--- config.mk ---
export PLATFORM = sky130hd
export DESIGN_NAME = ray_scan_ctrl
export DESIGN_NICKNAME = d
export VERILOG_FILES = /design/src/rtl/ray_scan_ctrl.sv
export SDC_FILE = /design/constraint.sdc
export NUM_CORES = 1
export LEC_CHECK = 0
export ABC_AREA = 1
export CAP_MARGIN = 25
export CORE_MARGIN = 5
export CORE_UTILIZATION = 36
export CTS_CLUSTER_SIZE = 28
export DETAILED_ROUTE_END_ITERATION = 10
export GPL_ROUTABILITY_DRIVEN = 0
export HOLD_SLACK_MARGIN = 0.08
export PLACE_DENSITY_LB_ADDON = 0.15
export SYNTH_ARGS = -nofsm -noshare
export SYNTH_HDL_FRONTEND = slang
export SYNTH_SLANG_ARGS = --single-unit
--- constraint.sdc ---
create_clock -name clk -period 4.2 [get_ports clk]
set_clock_uncertainty 0.15 [all_clocks]
set_input_delay 0.84 -clock clk [delete_from_list [all_inputs] [get_ports clk]]
set_output_delay 0.84 -clock clk [all_outputs]
set_load 0.03 [all_outputs]
--- src/rtl/ray_scan_ctrl.sv ---
// Raster-scan pixel coordinate generator feeding the ray datapath (signed 12.4 words).
// Define RAY_PIX_CENTER_EN to emit pixel-centre coordinates (+0.5) instead of pixel corners.
module ray_scan_ctrl #(
  parameter int NTOTAL_BITS = 16,
  parameter int NFRAC_BITS  = 4
) (
  input  logic                   clk,
  input  logic                   rst,
  input  logic                   start,
  input  logic                   abort,
  input  logic [11:0]            img_w,
  input  logic [11:0]            img_h,
  output logic                   c2w_ld,
  output logic                   pix_valid,
  input  logic                   pix_ready,
  output logic [NTOTAL_BITS-1:0] L_i,
  output logic [NTOTAL_BITS-1:0] L_j,
  output logic                   last,
  output logic                   busy,
  output logic                   done,
  output logic [22:0]            pix_cnt
);

  typedef enum logic [1:0] {IDLE, LOAD, SCAN, DONE} state_t;

  localparam logic [11:0] MAX_DIM = 12'd2048;

`ifdef RAY_PIX_CENTER_EN
  localparam logic [NTOTAL_BITS-1:0] FRAC_OFS = NTOTAL_BITS'(1) << (NFRAC_BITS - 1);
`else
  localparam logic [NTOTAL_BITS-1:0] FRAC_OFS = '0;
`endif

  state_t      state_q, state_d;
  logic [11:0] w_q, w_d;
  logic [11:0] h_q, h_d;
  logic [11:0] x_q, x_d;
  logic [11:0] y_q, y_d;
  logic [22:0] pix_cnt_q, pix_cnt_d;

  logic [11:0] w_clamp;
  logic [11:0] h_clamp;
  logic        x_at_end;
  logic        y_at_end;
  logic        xfer;

  assign w_clamp  = (img_w > MAX_DIM) ? MAX_DIM : img_w;
  assign h_clamp  = (img_h > MAX_DIM) ? MAX_DIM : img_h;
  assign x_at_end = (x_q == 12'(w_q - 12'd1));
  assign y_at_end = (y_q == 12'(h_q - 12'd1));

  assign c2w_ld    = (state_q == LOAD);
  assign pix_valid = (state_q == SCAN);
  assign xfer      = pix_valid && pix_ready;
  assign last      = pix_valid && x_at_end && y_at_end;
  assign busy      = (state_q != IDLE);
  // A DONE cycle that coincides with abort must not be seen as a completed frame.
  assign done      = (state_q == DONE) && !abort;
  assign pix_cnt   = pix_cnt_q;

  // Coordinates are forced to zero outside SCAN so the centre offset never leaks out in reset or idle.
  assign L_i = pix_valid ? ((NTOTAL_BITS'(x_q) << NFRAC_BITS) | FRAC_OFS) : '0;
  assign L_j = pix_valid ? ((NTOTAL_BITS'(y_q) << NFRAC_BITS) | FRAC_OFS) : '0;

  always_comb begin
    state_d   = state_q;
    w_d       = w_q;
    h_d       = h_q;
    x_d       = x_q;
    y_d       = y_q;
    pix_cnt_d = pix_cnt_q;

    if (xfer) begin
      pix_cnt_d = 23'(pix_cnt_q + 23'd1);
      if (x_at_end) begin
        x_d = '0;
        y_d = 12'(y_q + 12'd1);
      end else begin
        x_d = 12'(x_q + 12'd1);
      end
    end

    case (state_q)
      IDLE: begin
        if (start && !abort) begin
          w_d       = w_clamp;
          h_d       = h_clamp;
          x_d       = '0;
          y_d       = '0;
          pix_cnt_d = '0;
          state_d   = ((w_clamp == '0) || (h_clamp == '0)) ? DONE : LOAD;
        end
      end
      LOAD:    state_d = SCAN;
      SCAN:    if (xfer && last) state_d = DONE;
      DONE:    state_d = IDLE;
      default: state_d = IDLE;
    endcase

    if (abort && (state_q != IDLE)) begin
      state_d = IDLE;
    end
  end

  always_ff @(posedge clk or posedge rst) begin
    if (rst) begin
      state_q   <= IDLE;
      w_q       <= '0;
      h_q       <= '0;
      x_q       <= '0;
      y_q       <= '0;
      pix_cnt_q <= '0;
    end else begin
      state_q   <= state_d;
      w_q       <= w_d;
      h_q       <= h_d;
      x_q       <= x_d;
      y_q       <= y_d;
      pix_cnt_q <= pix_cnt_d;
    end
  end

endmodule

==> run_results.csv <==
group,metric,value,unit
synth,ys_types,43,
floorplanning,initial_core_util,36.4,%
cts,path_clk_slew,60,ps
floorplanning,fp.dieArea,17000,sq um
timing,rsz0062_at_grt,"no",
grt,grt_antenna_before_repair,0,
floorplanning,die_y,130,um
drt,drt_iter0_drc,367,
setup_path,path_class,"reg2out",
grt,grt_first_pass_wirelength,23300,um
placement,dpl.hpwl,11100,um
cts,root_buffer,"clkbuf_16",
placement,dp_cells,1038,
drt,viasPerCell,4.70,
setup_path,cp.required,3210,ps
synth,synthTopCellsByArea,"dfrtp_1 (35%), nand2_1 (15%), inv_1 (8.7%)",
drt,ant_nets,0,
layout,instances_no_fill,1054,
timing,setup_tns,0,ps
layout,drive_gt1_share,6.90,%
cts,clkSinkCount,73,
synth,ys_seq_area_share,35.0,%
cts,post_cts_resized,0,
grt,grt_max_degree,51,
layout,multiInputGateArea,2830,sq um
floorplanning,num_io_pins,89,
grt,grt_pass1_vias,4704,
floorplanning,core_area,14400,sq um
grt,grt_overflow,0,
floorplanning,die_w,130,um
cts,htree_levels,3,
setup_path,crit_arrival,2590,ps
synth,yosysTopAreaCellShare,35.0,%
outcome,outcome,"finished clean",
cts,cts_setup_buffers,0,
timing,whs,392,ps
layout,syn2layout_area_growth,25.0,%
drt,drc,0,
cts,cts_tree,"done",
synth,avgSynthCellArea,6.64,sq um
synth,synth_area,5220,sq um
job,maxCapViolCount,0,
drt,post_drt_wl_per_cell,13.7,um
drt,via_count,4957,
cts,hold_buffers,0,
timing,finalSetupViolCount,0,
drt,dr.pass1.iters,5,
synth,yosysWarnings,0,
layout,n_fill_cell,1488,
synth,synth_cells,787,
layout,seq_area,1830,sq um
placement,io_buffers,80,
timing,fmax,279,MHz
setup_path,crit_path_end_kind,"primary output",
timing,drv_slew,0,
layout,final_nets,903,
timing,relSlewSlack,63.3,%
layout,final_area,6530,sq um
min_path,hold_class,"reg2reg",
cts,clock_path_buffers,2,
cts,cts_made_buffers,9,
synth,yosys.area.top_type,"dfrtp_1",
power,p_leak,0.00330,uW
placement,place_area,6180,sq um
power,vdd.ir_drop.worst,0.235,mV
layout,antenna_cells,0,
timing,tightest_slew,550,ps
timing,hold_viol,0,
power,power-per-cell-area,608,nW/um^2
synth,synth_seq_cells,73,
cts,clock_latency,350,ps
floorplanning,rows,44,
timing,min_period_over_period,85.2,%
setup_path,critical_path.max_fanout,14,
timing,period_minus_slack,3580,ps
grt,grt_use_total,17.4,%
setup_path,startpoint_type,"flip-flop",
power,total_power,3970,uW
drt,routed_wl,14400,um
## path summary, 6_finish.rpt
path	slack (ps)	start	cells after the start	endpoint
worst max register to register	1120	state_q[0]$_DFFE_PP0P_	14	pix_cnt[22]$_DFF_PP0_
worst min register to register	390	h_q[11]$_DFFE_PP0P_	2	h_q[11]$_DFFE_PP0P_
min in group asynchronous	640	rst	2	y_q[0]$_DFF_PP0_
max in group asynchronous	2460	rst	3	w_q[6]$_DFFE_PP0P_
worst max-delay path	620	state_q[0]$_DFFE_PP0P_	11	last
worst min-delay path	390	h_q[11]$_DFFE_PP0P_	2	h_q[11]$_DFFE_PP0P_
## cell families (layout without fill, tap and decap cells)
logic type               Yosys count  in the layout  share of synthesized area, %
adder cells (fa/ha/maj)            9              9                          2.16
buffers and inverters            149            225                          11.6
AO/OA/AOI/OAI                     72             72                          7.45
flip-flops                        73             73                          35.0
AND/OR/NAND/NOR                  456            456                          39.0
XOR/XNOR                          27             27                          4.79
other                              1              8                        0.0718
## critical path: stages, from the launching register on
cell     delay, ps
dfrtp_1        420
inv_1          100
ha_1           510
nand2_1        150
nand2_1         90
nand4_1         70
nor2_1         180
nand2_1         70
nor2_1          90
nand3_1         90
nor3_1         270
buf_4          210
## per-stage QoR
stage	setup slack, ps	utilization, %
floorplan	1010	-
global placement	929	43.0
detailed placement	922	43.0
CTS	580	45.4
global route	413	45.4
finish	622	45.4
## report_power, final
group / internal, uW / switching [uW] / total (uW)
logic: 676 / 1360 / 2040
registers: 857 / 175 / 1030
clock network: 580 / 320 / 900
## final cells by class
type                       count  area share [%]
multi-input combinational    572            43.3
sequential                    73            28.0
timing repair buffer          85            12.8
inverter                     124            7.13
tap                          184            3.53
clock buffer                   9            3.45
clock inverter                 7            1.82
## placed cells by master, fill, tap and decap left out, drive strengths merged, types with 7 or more instances in the layout
cell,n
nand2,220
inv,124
nor2,123
clkdlybuf4s50,79
dfrtp,73
nand3,68
o21ai,40
a21oi,25
xor2,19
nor3,19
nand4,10
ha,9
clkbuf,9
conb,8
nor4,8
xnor2,7
## synthesized netlist by cell type, drive strengths merged
cell,count
a211oi,2
a21oi,25
a22o,1
a41oi,1
and3,2
buf,12
clkbuf,13
conb,1
dfrtp,73
ha,9
inv,124
nand2,220
nand3,68
nand3b,3
nand4,10
nor2,123
nor3,19
nor3b,2
nor4,8
o21a,1
o21ai,40
o21bai,2
or2,1
xnor2,7
xnor3,1
xor2,19
## sequential cells by signal (all words and copies together) (netlist names)
name     cells
state_q      2
y_q         12
pix_cnt     23
w_q         12
h_q         12
x_q         12
## metal layers
layer  global-route usage [%]  share of wire [%]  vias to the layer above  wire length [um]
li1                         -                  -                     2601                 -
met2                     28.4                 46                      114              6690
met1                     23.2                 47                     2224              6710
met5                        0                  0                        -                 0
met4                     4.72                1.8                        0               253
met3                     4.39                5.2                       18               751
No activity file was read; power rests on OpenSTA's default activity.
